**src/rtl/uart_pkg.sv**
```systemverilog
// Shared receiver FSM encoding and bit-timing helper.
// Build option: UART_RX_PARITY_EN adds the S_PARITY state.
package uart_pkg;

    typedef enum logic [2:0] {
        S_IDLE   = 3'd0,
        S_START  = 3'd1,
        S_DATA   = 3'd2,
`ifdef UART_RX_PARITY_EN
        S_PARITY = 3'd4,
`endif
        S_STOP   = 3'd3
    } rx_state_t;

    function automatic int calc_bit_limit(input int clk_freq, input int baud);
        return clk_freq / baud;
    endfunction

endpackage

```
**src/rtl/uart_rx_fifo.sv**
```systemverilog
// Power-of-2 circular receive buffer; a pushed word is visible on data the next cycle.
// A push while full is refused unless a pop happens in the same cycle.
module uart_rx_fifo #(
    parameter int Width = 8,
    parameter int Depth = 4
) (
    input  logic                       clk,
    input  logic                       rst_n,
    input  logic                       push,
    input  logic [Width-1:0]           wdata,
    input  logic                       pop,
    output logic [Width-1:0]           data,
    output logic [$clog2(Depth):0]     count,
    output logic                       full,
    output logic                       empty
);
    localparam int AW = $clog2(Depth);
    localparam logic [AW:0] CntFull = (AW+1)'(Depth);

    logic [Width-1:0] r_mem [Depth];
    logic [AW-1:0]    r_wr_ptr;
    logic [AW-1:0]    r_rd_ptr;
    logic [AW:0]      r_count;
    logic             w_push_ok;
    logic             w_pop_ok;

    assign empty     = (r_count == '0);
    assign full      = (r_count == CntFull);
    assign w_pop_ok  = pop && !empty;
    assign w_push_ok = push && (!full || w_pop_ok);

    always_ff @(posedge clk or negedge rst_n) begin
        if (!rst_n) begin
            r_wr_ptr <= '0;
            r_rd_ptr <= '0;
            r_count  <= '0;
        end else begin
            if (w_push_ok) r_wr_ptr <= r_wr_ptr + 1'b1;
            if (w_pop_ok)  r_rd_ptr <= r_rd_ptr + 1'b1;
            if (w_push_ok && !w_pop_ok)
                r_count <= r_count + 1'b1;
            else if (w_pop_ok && !w_push_ok)
                r_count <= r_count - 1'b1;
        end
    end

    always_ff @(posedge clk) begin
        if (w_push_ok) r_mem[r_wr_ptr] <= wdata;
    end

    // Empty slots read as zero so rx_data is clean out of reset.
    assign data  = empty ? '0 : r_mem[r_rd_ptr];
    assign count = r_count;

endmodule

```
**src/rtl/uart_receiver.sv**
```systemverilog
// UART receiver: start-bit mid-sampling, LSB-first data, byte buffered one cycle after stop sample.
// Backpressure via rx_ready pops; a full buffer drops the new byte and pulses overflow. Option: UART_RX_PARITY_EN.
module uart_receiver
    import uart_pkg::*;
#(
    parameter int BAUD      = 9600,
    parameter int CLK_FREQ  = 100_000_000,
    parameter int DataWidth = 8,
    parameter int FifoDepth = 4
) (
    input  logic                         clk,
    input  logic                         rst_n,
    input  logic                         rx,
    input  logic                         rx_ready,
    output logic [DataWidth-1:0]         rx_data,
    output logic                         rx_valid,
    output logic [$clog2(FifoDepth):0]   rx_count,
    output logic                         frame_err,
    output logic                         overflow
);
    localparam int BitLimit  = calc_bit_limit(CLK_FREQ, BAUD);
    localparam int HalfLimit = BitLimit / 2;
    localparam int TW        = $clog2(BitLimit + 1);
    localparam int CW        = $clog2(DataWidth + 1);
    localparam logic [TW-1:0] BitLast  = TW'(BitLimit - 1);
    localparam logic [TW-1:0] HalfLast = TW'(HalfLimit - 1);
    localparam logic [CW-1:0] CntLast  = CW'(DataWidth - 1);

    logic [1:0]           r_sync;
    rx_state_t            r_state, w_state_nxt;
    logic [TW-1:0]        r_timer, w_timer_nxt;
    logic [CW-1:0]        r_bit_cnt, w_bit_cnt_nxt;
    logic [DataWidth-1:0] r_shift, w_shift_nxt;
    logic                 r_stop_err, w_stop_err_nxt;
    logic                 r_frame_err, r_overflow;
    logic                 w_rx_s, w_push, w_ferr, w_full, w_empty, w_par_ok;
`ifdef UART_RX_PARITY_EN
    logic                 r_par_bit, w_par_bit_nxt;
    assign w_par_ok = ~^{r_shift, r_par_bit};
`else
    assign w_par_ok = 1'b1;
`endif

    assign w_rx_s = r_sync[1];

    always_comb begin
        w_state_nxt    = r_state;
        w_timer_nxt    = r_timer + 1'b1;
        w_bit_cnt_nxt  = r_bit_cnt;
        w_shift_nxt    = r_shift;
        w_stop_err_nxt = r_stop_err;
        w_push         = 1'b0;
        w_ferr         = 1'b0;
`ifdef UART_RX_PARITY_EN
        w_par_bit_nxt  = r_par_bit;
`endif
        case (r_state)
            S_IDLE: begin
                w_timer_nxt    = '0;
                w_bit_cnt_nxt  = '0;
                w_stop_err_nxt = 1'b0;
                if (!w_rx_s) w_state_nxt = S_START;
            end
            S_START: if (r_timer == HalfLast) begin
                w_timer_nxt = '0;
                w_state_nxt = w_rx_s ? S_IDLE : S_DATA;
            end
            S_DATA: if (r_timer == BitLast) begin
                w_timer_nxt   = '0;
                w_shift_nxt   = {w_rx_s, r_shift[DataWidth-1:1]};
                w_bit_cnt_nxt = r_bit_cnt + 1'b1;
`ifdef UART_RX_PARITY_EN
                if (r_bit_cnt == CntLast) w_state_nxt = S_PARITY;
`else
                if (r_bit_cnt == CntLast) w_state_nxt = S_STOP;
`endif
            end
`ifdef UART_RX_PARITY_EN
            S_PARITY: if (r_timer == BitLast) begin
                w_timer_nxt   = '0;
                w_par_bit_nxt = w_rx_s;
                w_state_nxt   = S_STOP;
            end
`endif
            S_STOP: begin
                // Only the first stop-bit sample matters; leaving mid-bit allows back-to-back frames.
                if (r_stop_err) begin
                    if (w_rx_s) w_state_nxt = S_IDLE;
                end else if (r_timer == BitLast) begin
                    if (w_rx_s && w_par_ok) begin
                        w_push      = 1'b1;
                        w_state_nxt = S_IDLE;
                    end else begin
                        w_ferr = 1'b1;
                        if (w_rx_s) w_state_nxt    = S_IDLE;
                        else        w_stop_err_nxt = 1'b1;
                    end
                end
            end
            default: w_state_nxt = S_IDLE;
        endcase
    end

    always_ff @(posedge clk or negedge rst_n) begin
        if (!rst_n) begin
            r_sync      <= 2'b11;
            r_state     <= S_IDLE;
            r_timer     <= '0;
            r_bit_cnt   <= '0;
            r_shift     <= '0;
            r_stop_err  <= 1'b0;
            r_frame_err <= 1'b0;
            r_overflow  <= 1'b0;
`ifdef UART_RX_PARITY_EN
            r_par_bit   <= 1'b0;
`endif
        end else begin
            r_sync      <= {r_sync[0], rx};
            r_state     <= w_state_nxt;
            r_timer     <= w_timer_nxt;
            r_bit_cnt   <= w_bit_cnt_nxt;
            r_shift     <= w_shift_nxt;
            r_stop_err  <= w_stop_err_nxt;
            r_frame_err <= w_ferr;
            r_overflow  <= w_push && w_full && !rx_ready;
`ifdef UART_RX_PARITY_EN
            r_par_bit   <= w_par_bit_nxt;
`endif
        end
    end

    uart_rx_fifo #(
        .Width (DataWidth),
        .Depth (FifoDepth)
    ) u_fifo (
        .clk   (clk),
        .rst_n (rst_n),
        .push  (w_push),
        .wdata (w_shift_nxt),
        .pop   (rx_ready),
        .data  (rx_data),
        .count (rx_count),
        .full  (w_full),
        .empty (w_empty)
    );

    assign rx_valid  = !w_empty;
    assign frame_err = r_frame_err;
    assign overflow  = r_overflow;

endmodule
```
**config.mk**
```make
export PLATFORM = sky130hd
export DESIGN_NAME = uart_receiver
export DESIGN_NICKNAME = d
export VERILOG_FILES = /design/src/rtl/uart_pkg.sv /design/src/rtl/uart_rx_fifo.sv /design/src/rtl/uart_receiver.sv
export SDC_FILE = /design/constraint.sdc
export NUM_CORES = 1
export LEC_CHECK = 0
export ABC_AREA = 1
export BUFFER_PORTS_ARGS = -buffer_cell sky130_fd_sc_hd__buf_2
export CORE_ASPECT_RATIO = 0.5
export CORE_UTILIZATION = 35
export CTS_CLUSTER_DIAMETER = 100
export CTS_CLUSTER_SIZE = 25
export DETAILED_ROUTE_END_ITERATION = 10
export PLACE_DENSITY = 0.59
export SLEW_MARGIN = 20
export SYNTH_ARGS = -nofsm -noshare
export SYNTH_HDL_FRONTEND = slang
export SYNTH_SLANG_ARGS = --single-unit
```
**constraint.sdc**
```tcl
create_clock -name clk -period 2.58 [get_ports clk]
set_input_delay 0.129 -clock clk [delete_from_list [all_inputs] [get_ports clk]]
set_output_delay 0.129 -clock clk [all_outputs]
set_load 0.03 [all_outputs]
```
# ---- Yosys cells after proc, flatten, opt, wreduce, memory -nomap -nowiden
# Memory sizes are Yosys's and may differ from the RTL's.
# Index checks and enable logic that the tools add are counted.
dict set report word_totals {
  ff_bits 41
  mem_bits_rw 32
  input_bits 4
  output_inout_bits 14
  elab_cells 80
  memories 1
}
dict set report op_classes {
  addsub 6
  eq_ne 12
  muxes 31
  n_reduce_logical 19
}
# name depth width read_ports rd_ports_with_merged_regs write_ports line
set mem_list {}
lappend mem_list {u_fifo.r_mem 4 8 1 0 1 uart_rx_fifo.sv:20} ;# logic [Width-1:0] r_mem [Depth];
# operator n
set ops {}
lappend ops {{$pmux W14 S3} 1}
lappend ops {{$mux W14} 2}
lappend ops {{$mux W3} 9}
lappend ops {{$mux W8} 3}
lappend ops {{$add A14 B1 Y14 const B} 1}
lappend ops {{$eq A14 B13 Y1 const B} 1}
lappend ops {{$eq A14 B14 Y1 const B} 1}
lappend ops {{$pmux W3 S4} 1}
lappend ops {{$mux W1} 11}
lappend ops {{$ne A2 B2 Y1 const B} 4}
lappend ops {{$pmux W4 S2} 1}
lappend ops {{$eq A3 B2 Y1 const B} 2}
lappend ops {{$logic_and A1 B1 Y1} 6}
lappend ops {{$logic_not A3 Y1} 2}
lappend ops {{$reduce_bool A2 Y1} 3}
lappend ops {{$logic_not A1 Y1} 5}
lappend ops {{$reduce_and A5 Y1} 1}
lappend ops {{$add A2 B1 Y2 const B} 2}
lappend ops {{$add A4 B1 Y4 const B} 1}
lappend ops {{$eq A4 B3 Y1 const B} 1}
lappend ops {{$mux W4} 1}
lappend ops {{$add A3 B1 Y3 const B} 1}
lappend ops {{$eq A3 B1 Y1 const B} 1}
lappend ops {{$eq A3 B3 Y1 const B} 1}
lappend ops {{6 further kinds} 6}

# ---- Depth between registers and ports, before layout
# Gate-level depths: netlist (run 1).
dict set report logic_depth {
  depth_word 9
  mapped_depth 14
  depth_no_buf 14
}

# ---- Hierarchy
# A second synthesis (run 1) with hierarchy kept.
dict set report hier_totals {
  cells_unflattened 414
  hier_area_um2 3578.4
}
# module n_inst cells_each area_each_um2 seq_area_each_um2
set modules_own_cells {}
lappend modules_own_cells {uart_rx_fifo 1 184 1833.0 1136.1}
lappend modules_own_cells {uart_receiver 1 230 1745.4 828.3}

# ---- Least setup slack after synthesis (run 1)
# No wires, ideal clock.
dict set report synth_path {
  path_type {flip-flop to flip-flop}
  startpoint {register u_fifo.r_count[0] (netlist: u_fifo.count[0])}
  endpoint {register u_fifo.r_count[1] (netlist: u_fifo.count[1])}
  setup_ns 0.125
  t_arrival_ns 2.348
  t_required_ns 2.455
  slack_ns 0.107
  stages_incl_launch_ff 10
  n_path_buf 0
  synth_period_minus_slack_ns 2.473
  cell_sequence {dfrtp_1 -> nor2_1 -> nand2_1 -> clkinv_1 -> nor2_1 -> inv_1 -> ha_1 -> inv_1 -> fa_1 -> mux2_2}
}
dict set report synth_between {
  elab_chain_cells 8
  elab_cells_between_ends 16
  cone_classes {add/sub (2); eq/ne (1); mux (2); reduce/logical (11)}
}
# item line
set synth_lines {}
lappend synth_lines {{start: declaration} uart_rx_fifo.sv:23} ;# logic [AW:0] r_count;
lappend synth_lines {{start signal: assignment} uart_rx_fifo.sv:41} ;# r_count <= r_count + 1'b1;
lappend synth_lines {{start signal: assignment} uart_rx_fifo.sv:43} ;# r_count <= r_count - 1'b1;
lappend synth_lines {{$logic_not A3 Y1 (*)} uart_rx_fifo.sv:27} ;# assign empty = (r_count == '0);
lappend synth_lines {{$logic_not A1 Y1 (*)} n/a}
lappend synth_lines {{via rx_valid} uart_receiver.sv:16} ;# output logic rx_valid,
lappend synth_lines {{$logic_and A1 B1 Y1 (*)} uart_rx_fifo.sv:29} ;# assign w_pop_ok = pop && !empty;
lappend synth_lines {{$logic_or A1 B1 Y1} uart_rx_fifo.sv:30} ;# assign w_push_ok = push && (!full || w_pop_ok);
lappend synth_lines {{$logic_and A1 B1 Y1} uart_rx_fifo.sv:30}
lappend synth_lines {{$logic_not A1 Y1} uart_rx_fifo.sv:42} ;# else if (w_pop_ok && !w_push_ok)
lappend synth_lines {{$logic_and A1 B1 Y1} uart_rx_fifo.sv:42}
lappend synth_lines {{$reduce_bool A2 Y1 (no source line)} n/a}
# The timed path passes the listed nets; every way through them passes the cells marked *. The select of a mux whose other input is x is not followed.
# A chain may end at the register's enable or synchronous reset.

# ---- Final worst setup path (run 1)
dict set report layout_path {
  startpoint {register r_state[0]}
  endpoint {register u_fifo.r_count[2] (netlist: u_fifo.count[2])}
}
dict set report layout_between {
  elab_chain_cells 6
  elab_cells_between_ends 8
  cone_classes {eq/ne (1); mux (2); reduce/logical (5)}
}
# item line
set layout_lines {}
lappend layout_lines {{start: declaration} uart_receiver.sv:30} ;# rx_state_t r_state, w_state_nxt;
lappend layout_lines {{start signal: assignment} uart_receiver.sv:119} ;# r_state <= w_state_nxt;
lappend layout_lines {{$eq A3 B2 Y1 (*)} uart_receiver.sv:57} ;# case (r_state)
lappend layout_lines {{$mux W1 (*)} uart_receiver.sv:57}
lappend layout_lines {{$logic_and A1 B1 Y1 (*)} uart_rx_fifo.sv:30}
lappend layout_lines {{via u_fifo.w_push_ok} uart_rx_fifo.sv:24} ;# logic w_push_ok;
lappend layout_lines {{$logic_not A1 Y1} uart_rx_fifo.sv:42}
lappend layout_lines {{$logic_and A1 B1 Y1} uart_rx_fifo.sv:42}
lappend layout_lines {{$reduce_bool A2 Y1 (no source line)} n/a}
# The timed path passes the listed nets; every way through them passes the cells marked *.

==> impl_metrics.ini, run 1 <==
[timing]
finClkSkew_ns = 0.00682
fin_hold_ws_ns = 0.203
period_share_pct = 90.2
setup_ws_ns = 0.253
tightestPinTransition_ns = 0.918
setup_tns_ns = 0
fmax_mhz = 430
final_max_slew_viol_count = 0
setup_violations = 0
fin_crit_ns = 2.33
rsz0062_at_grt = no
slew_headroom_pct = 38.8
hold_violations = 0

[worst_hold_path]
whs_endpoint = u_fifo.r_rd_ptr[0]$_DFFE_PN0N_
min_path_type = in -> reg
hold_depth = 4
hold_start = rx_ready

[worst_setup_path]
cp_max_fo = 5
reg2reg_from = r_state[0]$_DFFE_PN0P_
path_common_cell = inv_1
arrival_ns = 2.53
ff2ff_path_depth = 13
worst_path_max_delay_cell = dfrtp_1
slowest_delay_ns = 0.40
worstPathCellList = ha_1, inv_1, nor2_1, inv_1, nor2_1, nand3_2, inv_1, ha_1, inv_1, fa_1, a21oi_1, o21ai_0, xor2_1
r2r_end = u_fifo.count[2]$_DFFE_PN0P_
crit_path_start_kind = flop
r2r_slack_ns = 0.25
end_kind = flop
required_ns = 2.78
setup.worst_path.class = reg -> reg

[synth]
netlist_area_um2 = 3460
synth.net_count = 391
synth_top_family_by_area = simple AND/OR/NAND/NOR gates
syn_area_per_cell_um2 = 9.23
syn_inst = 375
synth-seq-cells = 72
yosysWarnings = 0
yosys.area_share.simple_pct = 21.6
synth_xor_area_share_pct = 3.54
synth_fa_ha_area_share_pct = 4.56
synth-compound-area-share_pct = 5.50
muxShareOfSynthArea_pct = 0.325
yosysSeqAreaShare_pct = 56.8
ys_types = 30

[cells_and_area]
multi_input_area_um2 = 1230
fin_cells = 544
area_growth_pct = 17.1
layout-drive-gt1-share_pct = 14.7
antenna_cells = 0
final_util_pct = 42.6
layout_common_cells = nand2_1 (73), nor2_1 (62), inv_1 (51)
postLayoutCellArea_um2 = 4050
layout.cells.most_common = nand2_1
seq_area_um2 = 1960
nFillCells = 926
fin_nets = 420

[drt]
vias = 2378
drt_iter0_drc = 85
drc = 0
vias_per_cell = 4.37
ant_nets = 0
routed_wl_um = 6390
routedWlPerCell_um = 11.8
dr.pass1.iters = 4

[grt]
grt_max_degree = 41
grtUsageMet2_pct = 23.3
grt.busiest_layer = met2
antenna_found_initial = 0
grt_use_total_pct = 13.9
grt_pass1_vias = 2309
use_met1_pct = 17.2
gr-usage-met3_pct = 3.56
grt-ovfl-total = 0
grt_pass1_wl_um = 10800

[floorplanning]
start_util_pct = 36.4
die_w_um = 143
fp.dieArea_um2 = 10300
die_y_um = 72.3
num_rows = 25
ios = 18
coreArea_um2 = 9510

[placed_design]
portBuffers = 17
dp_hpwl_um = 4280
gp_congestion = 0.859
dpl.cell_count = 526
place_area_um2 = 3710
preCtsSetupSlack_ns = 0.236

[cts]
cts_tree = built
clock_latency_ns = 0.33
cts_buffers = 9
cts_sinks = 72
cts_resized = 0
path_clk_slew_ns = 0.05
clockBufferDepth = 2
htreeDepth = 3
root_buffer = clkbuf_16

[pwr]
irDropWorstVdd_mv = 0.410
power_density_nw_per_um2 = 842
power_mw = 3.41
p_leak_nw = 1.98

[outcome]
outcome = completed

[job]
cap_violations = 0
[Yosys cell counts]
| library cell | count | share of area, % |
|---|---|---|
| nor2_1 | 62 | 6.7 |
| nand2_2 | 4 | 0.72 |
| clkbuf_1 | 1 | 0.11 |
| nor2_2 | 2 | 0.36 |
| inv_1 | 51 | 5.5 |
| edfxtp_1 | 32 | 28 |
| a21oi_1 | 9 | 1.3 |
| inv_2 | 4 | 0.43 |
| nand3_1 | 18 | 2.6 |
| dfrtp_1 | 38 | 27 |
| buf_6 | 2 | 0.65 |
| nand2_1 | 73 | 7.9 |
| o21ai_2 | 2 | 0.51 |
| xnor2_1 | 3 | 0.76 |
| nand2_4 | 1 | 0.33 |
| ha_1 | 11 | 4.0 |
| nor3b_2 | 1 | 0.36 |
| clkinv_1 | 2 | 0.22 |
| nand3_2 | 2 | 0.58 |
| dfstp_2 | 2 | 1.5 |
| buf_2 | 5 | 0.72 |
| nand4_1 | 4 | 0.72 |
| o21ai_0 | 24 | 3.5 |
| nor4_1 | 1 | 0.18 |
| xor2_1 | 11 | 2.8 |
| nor3_1 | 4 | 0.58 |
| or2_2 | 3 | 0.54 |
| o21bai_1 | 1 | 0.22 |
| fa_1 | 1 | 0.58 |
| mux2_2 | 1 | 0.33 |
[critical path: cells and delay by family (launching register included)]
family | cells | cell delay [ns]
xor gates and xnor gates | 1 | 0.15
DFF | 1 | 0.40
and+or+nand+nor | 3 | 0.37
buffers and inverters | 4 | 0.29
adders and majority gates | 3 | 0.75
AOI/OAI and AO/OA | 2 | 0.24
[power breakdown]
group / switching (mW) / internal [mW]
combinational: 0.523 / 0.252
clock: 0.454 / 0.846
sequential: 0.102 / 1.24
total: 1.08 / 2.33
[how the worst max path moves through the flow]
stage          cells past startpoint                     endpoint                         from
3_3_place_gp                      13  u_fifo.count[2]$_DFFE_PN0P_       r_state[0]$_DFFE_PN0P_
3_5_place_dp                      13  u_fifo.count[2]$_DFFE_PN0P_       r_state[0]$_DFFE_PN0P_
4_1_cts                           13  u_fifo.count[2]$_DFFE_PN0P_       r_state[0]$_DFFE_PN0P_
6_report                          13  u_fifo.count[2]$_DFFE_PN0P_       r_state[0]$_DFFE_PN0P_
2_1_floorplan                      9  u_fifo.count[1]$_DFFE_PN0P_  u_fifo.count[0]$_DFFE_PN0P_
5_1_grt                           13  u_fifo.count[2]$_DFFE_PN0P_       r_state[0]$_DFFE_PN0P_
[sequential cells by signal (all words and copies together), names as in the netlist]
register and flops:
r_bit_cnt 4, r_sync 2, r_stop_err 1, frame_err 1
r_timer 14, u_fifo.r_rd_ptr 2, overflow 1, r_state 2
u_fifo.r_mem 32, u_fifo.r_wr_ptr 2, u_fifo.count 3, r_shift 8
[logic make-up (layout without fill, tap and decap cells)]
family / count (synthesis) / in the layout
AOI/OAI and AO/OA: 36 / 36
DFF: 72 / 72
buffers and inverters: 65 / 99
and+or+nand+nor: 175 / 175
muxes: 1 / 1
xor gates and xnor gates: 14 / 14
adders and majority gates: 12 / 12
[per-layer routing]
metal	routed length, um	up-vias	part of all wire [%]
met4	116	0	1.8
met1	3040	1086	47
li1	-	1247	-
met2	3000	34	47
met5	0	-	0
met3	236	11	3.7
[timing repair]
item,in CTS,in global routing
setup buffers,0,0
hold buffers,2,0
endpoints found under the hold margin,39,0
[final cells by class]
| cell class | instances | area share [%] |
|---|---|---|
| inverters | 57 | 5.28 |
| repair buffers | 26 | 3.89 |
| clock buffers | 11 | 5.75 |
| well taps | 135 | 4.17 |
| flip-flops and latches | 72 | 48.5 |
| multi-input cells | 238 | 30.4 |
| clock inverters | 5 | 2.04 |
(Power assumes the default switching activity.)
==> inputs of run 2 (changes only) <==
- PLACE_DENSITY: 0.59 -> 0.58
- SYNTH_HIERARCHICAL: unset -> 1
==> run 2 against run 1 <==
Against the previous run:
- non-clock buffer count increased by 1
- clock power increased by 4%
- register-to-register slack got worse by 0.03 ns
- global-route usage increased by 0.13 points
- power decreased by 25%
- clock-buffer cell count decreased by 1
- core utilization increased by 0.75 points
- critical path depth increased by 1
- critical path type unchanged
==> impl_metrics.ini, run 2 <==
[timing]
fin_crit_ns = 2.36
setup_tns_ns = 0
setup_violations = 0
hold_violations = 0
final_max_slew_viol_count = 0
fmax_mhz = 425
rsz0062_at_grt = no
finClkSkew_ns = 0.00721
tightestPinTransition_ns = 0.924
period_share_pct = 91.3
setup_ws_ns = 0.225
slew_headroom_pct = 38.4

[worst_setup_path]
ff2ff_path_depth = 14
crit_path_start_kind = flop
cp.depth = 14
path_common_cell = nand2_1
path_delay_family = simple AND/OR/NAND/NOR gates
worst_path_max_delay_cell = dfrtp_1
worstPathCellList = inv_1, nand4_1, nor2_1, nand2_1, nor3_4, nand2_2, inv_1, ha_1, inv_1, fa_1, nand2_1, nand3_1, nand2_1, nand2_1
critical_path_buf_inv_count = 3
setup.worst_path.class = reg -> reg
end_kind = flop
required_ns = 2.81
arrival_ns = 2.58
cp_max_fo = 7
slowest_delay_ns = 0.42

[cts]
path_clk_slew_ns = 0.06
cts_sinks = 72
postCtsSetupBuffers = 0
cts_buffers = 9
root_buffer = clkbuf_16
clock_latency_ns = 0.34
htreeDepth = 3
cts_tree = built
clockBufferDepth = 2

[cells_and_area]
top_regs = u_fifo/r_mem x32, r_timer x14, r_shift x8
layout_common_cells = nand2_1 (122), inv_1 (82), nand3_1 (39)
layout-drive-gt1-share_pct = 12.7
antenna_cells = 0
multi_input_area_um2 = 1250
largest_reg_flops = 32
nFillCells = 980
largest_register = u_fifo/r_mem
fin_nets = 462
seq_area_um2 = 1960
layout.cells.most_common = nand2_1
area_growth_pct = 17.4

[worst_hold_path]
min_path_type = in -> reg
hold_depth = 3

[drt]
vias = 2573
drc = 0
routedWlPerCell_um = 11.5
drt_iter0_drc = 106
routed_wl_um = 6700
dr.pass1.iters = 4
vias_per_cell = 4.40
ant_nets = 0

[synth]
synth_most_common_cell = nand2_1
muxShareOfSynthArea_pct = 0
synth_top_area_share_pct = 26.9
yosysSeqAreaShare_pct = 54.9
synth_xor_area_share_pct = 1.22
synth_fa_ha_area_share_pct = 4.76
netlist_area_um2 = 3580
synthArstFlopShare_pct = 55.6
synth_top_family_by_area = simple AND/OR/NAND/NOR gates
yosysWarnings = 6
synth.net_count = 431
yosysTopAreaCell = edfxtp_1
ys_types = 30
ys.flop_type = dfrtp_1
synth-seq-cells = 72
syn_inst = 414
synth_edf_count = 32
synthTopCellsByArea = edfxtp_1 (27%), dfrtp_1 (27%), nand2_1 (13%), inv_1 (8.6%), nand3_1 (5.6%)
synth_commonest_cells = nand2_1 (122), inv_1 (82), nand3_1 (40)
synth-compound-area-share_pct = 3.25
yosys.area_share.simple_pct = 25.2
syn_area_per_cell_um2 = 8.64

[floorplanning]
die_y_um = 73.5
fp.dieArea_um2 = 10700
num_rows = 25
start_util_pct = 36.9
ios = 18
coreArea_um2 = 9700
die_w_um = 145

[pwr]
power_density_nw_per_um2 = 611
p_leak_nw = 2.05
irDropWorstVdd_mv = 0.322

[placed_design]
portBuffers = 17
preCtsSetupSlack_ns = 0.0920
dp_hpwl_um = 4560
gp_congestion = 0.782

[grt]
grt-ovfl-total = 0
grt_max_degree = 41
grt_pass1_wl_um = 11200
grt_pass1_vias = 2348
grt_use_total_pct = 14.0
antenna_found_initial = 0

[outcome]
outcome = completed

[job]
cap_violations = 0
[run 2: cell count changes after synthesis, sizes merged, moves of 2 or more]
cell    delta
nand2     +47
nor2      -35
inv       +30
nand3     +21
o21ai     -14
xor2       -9
nor3       +3
clkinv     -2
nand3b     +2
or2        -2
[run 2: metrics by stage]
step	power [mW]	instances	hold slack, ns	utilization, %	area (um2)
after CTS	2.60	585	0.0680	43.1	4180
after detailed placement	1.24	567	0.235	39.5	3830
after global routing	2.64	585	0.0962	43.3	4200
after global placement	1.24	567	0.238	39.5	3830
final	2.57	585	0.0786	43.3	4200
after floorplan	1.22	414	-0.167	-	3580
[run 2: cell families (layout without fill, tap and decap cells)]
family | Yosys count | count (layout)
and+or+nand+nor | 210 | 210
buffers and inverters | 92 | 128
DFF | 72 | 72
AOI/OAI and AO/OA | 22 | 22
adders and majority gates | 13 | 13
xor gates and xnor gates | 5 | 5
[run 2: routing by layer]
layer,wire length (um),up-vias,GRT usage (%)
met2,2960,28,22.2
met4,99,0,6.26
met5,0,-,0
li1,-,1354,-
met1,3390,1182,17.6
met3,250,9,4.66
[run 2: power breakdown]
part	internal, mW	total (mW)	switching, mW
combinational	0.00425	0.0202	0.0160
clock	0.877	1.35	0.476
sequential	1.19	1.19	0.00125
[run 2: repair_timing]
| action | CTS | global route |
|---|---|---|
| hold endpoints to repair | 39 | 0 |
| setup endpoints to repair | 0 | 2 |
| resized for setup | 0 | 4 |
| hold buffers | 2 | 0 |
[run 2: path summary, 6_finish.rpt]
check / slack (ns) / startpoint / endpoint
worst max-delay path: 0.22 / r_timer[6]$_DFF_PN0_ / u_fifo/count[2]$_DFFE_PN0P_
worst min-delay path: 0.08 / rx_ready / u_fifo/r_rd_ptr[0]$_DFFE_PN0P_
max in group asynchronous: 1.54 / rst_n / r_stop_err$_DFFE_PN0P_
worst max register to register: 0.22 / r_timer[6]$_DFF_PN0_ / u_fifo/count[2]$_DFFE_PN0P_
worst min register to register: 0.36 / r_sync[0]$_DFF_PN1_ / r_sync[1]$_DFF_PN1_
min in group asynchronous: 0.47 / rst_n / r_timer[9]$_DFF_PN0_
[run 2: worst reg2reg max path, delay by kind of cell (launching register included)]
kind | cells | cell delay, ns
fa+ha+maj | 2 | 0.54
buf+inv | 3 | 0.28
flops | 1 | 0.42
simple gates | 9 | 1.02
[run 2: layout make-up]
cell class | count | share of cell area, %
repair buffers | 27 | 3.93
flip-flops and latches | 72 | 46.7
inverters | 85 | 7.71
well taps | 135 | 4.02
clock inverters | 6 | 2.17
multi-input cells | 250 | 29.7
clock buffers | 10 | 5.69
